<file path="src/rtl/stb_pkg.sv">
// Shared types and default geometry for the store buffer.
// Optional forwarding is enabled by defining STB_FWD_EN.
package stb_pkg;

  localparam int STB_DEF_DEPTH  = 8;
  localparam int STB_DEF_ADDR_W = 32;
  localparam int STB_DEF_DATA_W = 32;

  typedef enum logic {
    D_IDLE = 1'b0,
    D_REQ  = 1'b1
  } drain_state_t;

  typedef struct packed {
    logic [STB_DEF_ADDR_W-1:0]   addr;
    logic [STB_DEF_DATA_W-1:0]   wdata;
    logic [STB_DEF_DATA_W/8-1:0] sel_byte;
  } stb_entry_t;

endpackage

</file>
<file path="src/rtl/stb_fwd_match.sv">
// Store-to-load forwarding lookup: word-aligned compare against every valid
// entry, youngest match wins. Only instantiated when STB_FWD_EN is defined.
module stb_fwd_match #(
  parameter int DEPTH  = 8,
  parameter int ADDR_W = 32,
  parameter int DATA_W = 32
) (
  input  logic [DEPTH-1:0][ADDR_W-1:0]   i_addr,
  input  logic [DEPTH-1:0][DATA_W-1:0]   i_data,
  input  logic [DEPTH-1:0][DATA_W/8-1:0] i_sel,
  input  logic [$clog2(DEPTH)-1:0]       i_rd_ptr,
  input  logic [$clog2(DEPTH):0]         i_count,
  input  logic                           i_ld_req,
  input  logic [ADDR_W-1:0]              i_ld_addr,
  output logic                           o_hit,
  output logic                           o_partial,
  output logic [DATA_W-1:0]              o_data
);

  localparam int PTR_W = $clog2(DEPTH);
  localparam int CNT_W = PTR_W + 1;
  localparam logic [ADDR_W-1:0] ALIGN_MASK = ~ADDR_W'((DATA_W/8) - 1);

  logic                  w_found;
  logic [DATA_W/8-1:0]   w_sel;
  logic [DATA_W-1:0]     w_data;

  // Walk from oldest to youngest so the last match seen is the youngest.
  always_comb begin
    logic [PTR_W-1:0] idx;
    idx     = '0;
    w_found = 1'b0;
    w_sel   = '0;
    w_data  = '0;
    for (int i = 0; i < DEPTH; i++) begin
      idx = i_rd_ptr + PTR_W'(i);
      if ((CNT_W'(i) < i_count) && (((i_addr[idx] ^ i_ld_addr) & ALIGN_MASK) == '0)) begin
        w_found = 1'b1;
        w_sel   = i_sel[idx];
        w_data  = i_data[idx];
      end
    end
  end

  assign o_hit     = i_ld_req & w_found & (w_sel == '1);
  assign o_partial = i_ld_req & w_found & (w_sel != '0) & (w_sel != '1);
  assign o_data    = o_hit ? w_data : '0;

endmodule

</file>
<file path="src/rtl/stb_param_ctrl.sv">
// Store buffer: circular FIFO of pending stores drained to the data cache.
// Define STB_FWD_EN to add store-to-load forwarding ports and logic.
module stb_param_ctrl
  import stb_pkg::*;
#(
  parameter int DEPTH  = STB_DEF_DEPTH,
  parameter int ADDR_W = STB_DEF_ADDR_W,
  parameter int DATA_W = STB_DEF_DATA_W
) (
  input  logic                     clk,
  input  logic                     rst_n,
  input  logic                     lsummu2stb_req,
  input  logic                     lsummu2stb_w_en,
  input  logic                     dmem_sel_i,
  input  logic [ADDR_W-1:0]        lsummu2stb_addr,
  input  logic [DATA_W-1:0]        lsummu2stb_wdata,
  input  logic [DATA_W/8-1:0]      lsummu2stb_sel_byte,
  output logic                     stb2lsummu_ack,
  output logic                     stb2lsummu_stall,
  output logic                     stb2dcache_req,
  output logic [ADDR_W-1:0]        stb2dcache_addr,
  output logic [DATA_W-1:0]        stb2dcache_wdata,
  output logic [DATA_W/8-1:0]      stb2dcache_sel_byte,
  input  logic                     dcache2stb_ack,
`ifdef STB_FWD_EN
  input  logic                     lsummu2stb_ld_req,
  input  logic [ADDR_W-1:0]        lsummu2stb_ld_addr,
  output logic                     stb2lsummu_fwd_hit,
  output logic                     stb2lsummu_fwd_partial,
  output logic [DATA_W-1:0]        stb2lsummu_fwd_data,
`endif
  output logic                     stb_full,
  output logic                     stb_empty,
  output logic [$clog2(DEPTH):0]   stb_count
);

  localparam int PTR_W = $clog2(DEPTH);
  localparam int CNT_W = PTR_W + 1;

  logic [DEPTH-1:0][ADDR_W-1:0]   r_addr;
  logic [DEPTH-1:0][DATA_W-1:0]   r_data;
  logic [DEPTH-1:0][DATA_W/8-1:0] r_sel;
  logic [PTR_W-1:0]               r_wr_ptr;
  logic [PTR_W-1:0]               r_rd_ptr;
  logic [CNT_W-1:0]               r_count;
  drain_state_t                   r_state;
  logic                           r_dreq;
  logic                           r_ack;

  logic                           w_store_vld;
  logic                           w_push;
  logic                           w_pop;
  logic [CNT_W-1:0]               w_cnt_nxt;

  assign stb_count = r_count;
  assign stb_full  = (r_count == CNT_W'(DEPTH));
  assign stb_empty = (r_count == '0);

  assign w_store_vld      = lsummu2stb_req & lsummu2stb_w_en & dmem_sel_i;
  assign stb2lsummu_stall = w_store_vld & stb_full;
  // Push is gated by the registered full flag, so a same-cycle pop never frees a slot early.
  assign w_push           = w_store_vld & ~stb_full;
  assign w_pop            = (r_state == D_REQ) & dcache2stb_ack;

  always_comb begin
    w_cnt_nxt = r_count;
    case ({w_push, w_pop})
      2'b10:   w_cnt_nxt = r_count + CNT_W'(1);
      2'b01:   w_cnt_nxt = r_count - CNT_W'(1);
      default: w_cnt_nxt = r_count;
    endcase
  end

  always_ff @(posedge clk or negedge rst_n) begin
    if (!rst_n) begin
      r_wr_ptr <= '0;
      r_rd_ptr <= '0;
      r_count  <= '0;
      r_ack    <= 1'b0;
      r_state  <= D_IDLE;
      r_dreq   <= 1'b0;
    end else begin
      r_ack   <= w_push;
      r_count <= w_cnt_nxt;
      if (w_push) r_wr_ptr <= r_wr_ptr + PTR_W'(1);
      if (w_pop)  r_rd_ptr <= r_rd_ptr + PTR_W'(1);
      case (r_state)
        D_IDLE: begin
          if (!stb_empty) begin
            r_state <= D_REQ;
            r_dreq  <= 1'b1;
          end
        end
        D_REQ: begin
          if (w_pop && (w_cnt_nxt == '0)) begin
            r_state <= D_IDLE;
            r_dreq  <= 1'b0;
          end
        end
        default: begin
          r_state <= D_IDLE;
          r_dreq  <= 1'b0;
        end
      endcase
    end
  end

  // Entry storage carries no reset; validity is tracked by pointers and count.
  always_ff @(posedge clk) begin
    if (w_push) begin
      r_addr[r_wr_ptr] <= lsummu2stb_addr;
      r_data[r_wr_ptr] <= lsummu2stb_wdata;
      r_sel[r_wr_ptr]  <= lsummu2stb_sel_byte;
    end
  end

  assign stb2lsummu_ack      = r_ack;
  assign stb2dcache_req      = r_dreq;
  assign stb2dcache_addr     = r_dreq ? r_addr[r_rd_ptr] : '0;
  assign stb2dcache_wdata    = r_dreq ? r_data[r_rd_ptr] : '0;
  assign stb2dcache_sel_byte = r_dreq ? r_sel[r_rd_ptr]  : '0;

`ifdef STB_FWD_EN
  stb_fwd_match #(
    .DEPTH  (DEPTH),
    .ADDR_W (ADDR_W),
    .DATA_W (DATA_W)
  ) u_fwd_match (
    .i_addr    (r_addr),
    .i_data    (r_data),
    .i_sel     (r_sel),
    .i_rd_ptr  (r_rd_ptr),
    .i_count   (r_count),
    .i_ld_req  (lsummu2stb_ld_req),
    .i_ld_addr (lsummu2stb_ld_addr),
    .o_hit     (stb2lsummu_fwd_hit),
    .o_partial (stb2lsummu_fwd_partial),
    .o_data    (stb2lsummu_fwd_data)
  );
`endif

endmodule

</file>
<file path="config.mk">
export PLATFORM = sky130hd
export DESIGN_NAME = stb_param_ctrl
export DESIGN_NICKNAME = d
export VERILOG_FILES = /design/src/rtl/stb_pkg.sv /design/src/rtl/stb_fwd_match.sv /design/src/rtl/stb_param_ctrl.sv
export SDC_FILE = /design/constraint.sdc
export NUM_CORES = 1
export LEC_CHECK = 0
export CELL_PAD_IN_SITES_DETAIL_PLACEMENT = 0
export CELL_PAD_IN_SITES_GLOBAL_PLACEMENT = 1
export CORE_ASPECT_RATIO = 0.75
export CORE_UTILIZATION = 52
export DETAILED_ROUTE_END_ITERATION = 10
export PLACE_DENSITY = 0.77
export SLEW_MARGIN = 5
export SYNTH_ARGS = -nofsm -noshare
export SYNTH_HDL_FRONTEND = slang
export SYNTH_SLANG_ARGS = --single-unit
</file>
<file path="constraint.sdc">
create_clock -name clk -period 10.8 [get_ports clk]
set_clock_uncertainty 0.05 [all_clocks]
set_input_delay 1.62 -clock clk [delete_from_list [all_inputs] [get_ports clk]]
set_output_delay 1.62 -clock clk [all_outputs]
set_load 0.01 [all_outputs]
</file>
==> flow_summary.yaml <==
placement:
  numPlacedInstances: 1583
  place_ws_ps: 5590
  portBuffers: 150
  globalplace.congestion: 0.732
  hpwl_um: 21000
clock_network:
  clkLatencyLatePin_ps: 570
  ctsLongestPathBuffers: 3
  post_cts_resized: 0
  postCtsSetupRepairBufs: 0
  htree_levels: 2
  cts_buffers: 52
  cts_tree: "built"
  cts_root_buf: "clkbuf_16"
  cts.sink_count: 557
  clk_transition_reported_paths_ps: 60
  hold_buffers: 0
yosys:
  avgSynthCellArea_um2: 22.6
  synth.top_cells.by_area: "edfxtp_1 (77%), mux4_2 (14%), mux2i_1 (3.3%), dfrtp_1 (1.5%), nor2_1 (1.3%)"
  synth_top_cell_area_share_pct: 76.5
  synth.most_common_cell: "edfxtp_1"
  syn_inst: 943
  ys_async_sr_fraction_pct: 2.33
  syn_area_um2: 21300
  ys_ff_latch: 557
  syn_nets: 1022
  synthTopCellsByCount: "edfxtp_1 (544), mux4_2 (136), nor2_1 (72)"
  synthFlopType: "edfxtp_1"
  ys_seq_area_share_pct: 78.1
  synth_area_leader_cell: "edfxtp_1"
  yosysWarnings: 0
  synth_edf_count: 544
  ys_types: 35
timing:
  setup_viol: 0
  worst_pin_slew_ps: 1060
  rsz0062_at_grt: "false"
  hold_viol: 0
  fin_crit_sh_pct: 52.3
  whs_ps: 514
  fin_ws_ps: 5160
  setup_tns_ps: 0
  relSlewSlack_pct: 29.6
  drv_slew: 0
  period_needed_ps: 5640
  fmax_mhz: 177
worst_setup_path:
  crit_type: "register to primary output"
  cp.required_ps: 9130
  cp_max_fo: 73
  worstPathArrival_ps: 3970
  crit_path_end_kind: "primary output"
  worstSetupStartpointType: "register"
global_routing:
  grt_antenna_before_repair: 5
  grt_max_degree: 74
  grtUsageTotal_pct: 20.2
  first_global_vias: 10200
  grt_pass1_wl_um: 62700
  grt.overflow.total: 0
pwr:
  seqPwrFrac_pct: 42.9
  power_mw: 6.25
  p_int_mw: 4.49
  power.switching_mw: 1.76
  pwr-share-clk_pct: 27.0
  p_leak_nw: 8.07
  peakVddDrop_mv: 0.195
  comb_power_share_pct: 30.2
  p_per_area_nw_per_um2: 250
  p_sw_share_pct: 28.1
route:
  wl_per_cell_um: 24.6
  via_per_inst: 5.79
  ant_nets: 0
  wl_um: 41300
  route.vias.total: 9707
  drc: 0
  drt_first_pass_iters: 5
  drt_iter0_markers: 667
floorplanning:
  core-area_um2: 40000
  io_pins: 151
  row_count: 63
  dieArea_um2: 41900
  start_util_pct: 53.4
  fp.dieH_um: 177
  die_w_um: 236
status:
  outcome: "completed"
job:
  cap_violations: 0
cells_and_area:
  nFillCells: 2717
  area_growth_pct: 17.2
  stdcell_count: 1676
  finalNetCount: 1196
  drive_gt1_share_pct: 20.3
hold_path:
  min_path_type: "register to register"
per-stage QoR:
step                area, um^2  util, %
finish                   25000     62.6
global route             25000     62.5
CTS                      25000     62.5
detailed placement       23500     58.7
global placement         23500     58.7
floorplan                21300        -
area by class of cell:
| cell class | instances | area [um^2] | share of cell area (%) |
|---|---|---|---|
| well taps | 520 | 651 | 2.60 |
| clock buffers | 68 | 1380 | 5.53 |
| inverters | 5 | 18.8 | 0.0751 |
| repair buffers | 169 | 1640 | 6.57 |
| diodes | 3 | 7.51 | 0.0300 |
| clock inverters | 22 | 153 | 0.610 |
| flip-flops and latches | 557 | 16700 | 66.7 |
| multi-input cells | 332 | 4480 | 17.9 |
power groups by stage:
stage                     combinational, mW  clock (mW)  sequential [mW]
after floorplan                        1.28           0             2.57
after global placement                 1.91           0             2.72
after detailed placement               1.92           0             2.73
after CTS                              1.93        1.72             2.68
after global routing                   2.04        1.80             2.70
final                                  1.89        1.68             2.68
critical path, stage by stage, from the launching register on:
cell and delay, ps:
dfrtp_4 1060, buf_4 920, mux4_2 370, mux2i_1 100, nor2_1 270, clkdlybuf4s50_1 590
path summary, 6_finish.rpt:
path | slack (ps) | startpoint | cells after the start | to
setup / recovery | 5160 | r_rd_ptr[1] | 5 | stb2dcache_addr[24]
hold / removal | 510 | stb2dcache_req | 1 | stb2dcache_req
setup reg to reg | 7380 | stb_count[2] | 7 | r_addr[239]
hold reg to reg | 510 | stb2dcache_req | 1 | stb2dcache_req
max in group asynchronous | 8790 | rst_n | 1 | r_rd_ptr[0]
min in group asynchronous | 1410 | rst_n | 1 | stb2dcache_req
cells in the final DEF, fill, tap and decap left out, types with 3 or more instances in the layout:
master / instances
clkdlybuf4s50_1: 150
clkinvlp_4: 3
inv_1: 4
mux2_2: 3
xnor2_1: 5
clkinv_1: 12
edfxtp_1: 544
buf_4: 19
clkbuf_16: 53
diode_2: 3
clkinv_2: 5
dfrtp_1: 10
ha_1: 5
mux2i_1: 70
clkbuf_1: 15
dfrtp_4: 3
nand2_1: 10
xor2_1: 3
nor2_1: 71
nor3_2: 3
mux4_2: 136
layer usage:
| layer | global-route usage, % | up-vias | routed length [um] |
|---|---|---|---|
| met5 | 0 | - | 25 |
| met1 | 27.7 | 5172 | 18000 |
| met4 | 4.77 | 4 | 688 |
| li1 | - | 4264 | - |
| met2 | 34.1 | 205 | 20500 |
| met3 | 3.87 | 62 | 2020 |
kinds of logic (layout without fill, tap and decap cells):
logic type / count (synthesis) / in the layout / synth area share [%]
flops: 557 / 557 / 78.1
mux: 209 / 209 / 17.8
simple gates: 99 / 99 / 1.96
buf+inv: 54 / 264 / 1.17
compound gates: 11 / 11 / 0.393
xor+xnor: 8 / 8 / 0.328
fa+ha+maj: 5 / 5 / 0.293
other cells: 0 / 3 / 0
state kept, by name (all words and copies together) (netlist names):
signal / flops
r_rd_ptr: 3
r_addr: 256
stb_count: 4
r_data: 256
r_state: 1
stb2lsummu_ack: 1
r_sel: 32
r_wr_ptr: 3
stb2dcache_req: 1
No activity file was read; power rests on OpenSTA's default activity.
==> RTL edit (same settings) <==
The package constant `STB_DEF_DEPTH` goes from 8 to 4.
--- a/src/rtl/stb_pkg.sv
+++ b/src/rtl/stb_pkg.sv
@@ -2,7 +2,7 @@
 // Optional forwarding is enabled by defining STB_FWD_EN.
 package stb_pkg;
 
-  localparam int STB_DEF_DEPTH  = 8;
+  localparam int STB_DEF_DEPTH  = 4;
   localparam int STB_DEF_ADDR_W = 32;
   localparam int STB_DEF_DATA_W = 32;
 
Ports: changed (resized stb_count); port bits go from 151 to 150. The function was not compared with the original's and may differ.
==> RTL edit against the unedited design <==
Global-route usage fell by 1.2 points; combinational power fell by 47%; worst hold slack improved by 0.061 ns; setup slack improved by 0.54 ns; sequential cell count fell by 275; maximum frequency rose by 11%; area after synthesis fell by 49%; cell count fell by 44%; register-to-register slack improved by 0.67 ns; routed wire length fell by 52%; synthesized cell count fell by 48%; count of clock-buffer cells in the layout fell by 37; largest cell class unchanged; design area fell by 46%; total power fell by 48%.
==> RTL edit: results (changes against the unedited design) <==
- Total placed cells including tap cells: 899 (was 1583)
- Reg-to-reg setup timing slack: 8.05 ns (was 7.38 ns)
- Final Worst Setup Slack: 5.70 ns (was 5.16 ns)
- Signal arrival time at the worst endpoint: 3.43 ns (was 3.97 ns)
- Hold slack: 0.575 ns (was 0.514 ns)
* Global routing met3 resource utilization: 4.46% (was 3.87%)
- The number of synthesized flops with an enable pin came to 272 (was 544).
- Worst Setup Slack post-DPL: 6.11 ns (was 5.59 ns)
* Drt via density: 5.37 (was 5.79)
* Final std cells w/o fill: 944 (was 1676)
- Overall track demand over capacity in global routing: 19.0% (was 20.2%)
* Reg2Reg Launch Point: stb_count[0]$_DFF_PN0_ (was stb_count[2]$_DFF_PN0_)
- Hold_sp: r_state$_DFF_PN0_ (was stb2dcache_req$_DFFE_PN0P_)
- Maximum number of pins on one net before global-route repair: 70 (was 74)
- Post-Synthesis Net Count: 571 (was 1022)
* Fraction of met1 tracks used by global routing: 28.1% (was 27.7%)
- The critical path launch point is r_rd_ptr[0]$_DFFE_PN0P_ (was r_rd_ptr[1]$_DFFE_PN0P_).
- Met1 WL: 8.77 mm (was 18.0 mm)
* Max rail drop VDD: 169 uV (was 195 uV)
- The detailed-placement wirelength estimate came to 11.0 mm (was 21.0 mm).
* Synth Area in Compound Gates: 0.561% (was 0.393%)
* Highest signal layer in the routed design: met4 (was met5)
- Port buffer count: 149 (was 150)
- Ys async rst share: 3.55% (was 2.33%)
- The number of CTS-inserted buffers came to 27 (was 52).
* Vias in the first global route: 5415 (was 10200)
- The detailed-route wire length per cell came to 21.2 um (was 24.6 um).
- Run status: finished clean (unchanged).
- Fraction of met2 tracks used by global routing: 29.4% (was 34.1%)
* Chip Width: 169 um (was 236 um)
- Number of library cell types mapped by synthesis: 28 (was 35)
* Synth Area in XOR/XNOR: 0.481% (was 0.328%)
- The initial antenna violation count came to 2 (was 5).
* Weighted congestion at the end of routability-driven global placement: 0.724 (was 0.732)
* Worst setup path endpoint: stb2dcache_wdata[4] (was stb2dcache_addr[24])
- Commonest cells in the synthesized netlist: sky130_fd_sc_hd__edfxtp_1 (272), sky130_fd_sc_hd__and2_1 (72), sky130_fd_sc_hd__mux4_2 (68), sky130_fd_sc_hd__dfrtp_1 (10) (was sky130_fd_sc_hd__edfxtp_1 (544), sky130_fd_sc_hd__mux4_2 (136), sky130_fd_sc_hd__nor2_1 (72), sky130_fd_sc_hd__mux2i_1 (70), sky130_fd_sc_hd__buf_2 (17)).
* Final-layout fill cell count: 1362 (was 2717)
- Wire length on met3: 1.67 mm (was 2.02 mm)
- Clk Latency, worst-skew pair: 0.52 ns (was 0.57 ns)
- Adder-cell area share of the yosys netlist: 0.756% (was 0.293%)
- The depth of the worst register-to-register path was 10 (was 7).
- The fraction of the yosys area taken by sequential cells is 77.0% (was 78.1%).
* Number of H-tree branching levels: 1 (was 2)
- Endpoint of the worst-slack reg-to-reg timing path: r_state$_DFF_PN0_ (was r_addr[239]$_DFFE_PP_)
* Net total in the final layout: 726 (was 1196)
* Transition time at the pin with the least slew margin: 1.09 ns (was 1.06 ns)
-- RTL edit: cell type report --
class	count	area share (%)
Inverter	8	0.224
Clock buffer	31	5.16
Timing Repair Buffer	151	11.3
Clock inverter	12	0.813
Sequential cell	282	63.0
Antenna cell	2	0.0374
Tap cell	282	2.64
Multi-Input combinational cell	176	16.9
-- RTL edit: per-stage QoR --
stage,util [%],power (mW),cell area [um2]
after detailed placement,61.5,2.45,12600
after CTS,65.4,3.32,13400
final,65.5,3.28,13400
after global placement,61.5,2.44,12600
after floorplan,-,2.03,10900
after global routing,65.4,3.43,13400
-- RTL edit: cells by family after synthesis --
group,count (synthesis)
compound gates,9
fa+ha+maj,6
flops,282
buf+inv,33
xor+xnor,6
mux,68
simple gates,87
-- RTL edit: report_power, final --
part	total [mW]	internal [mW]	switching [mW]
combinational	1.01	0.624	0.384
clock	0.868	0.500	0.368
sequential	1.40	1.28	0.126
total	3.28	2.40	0.878
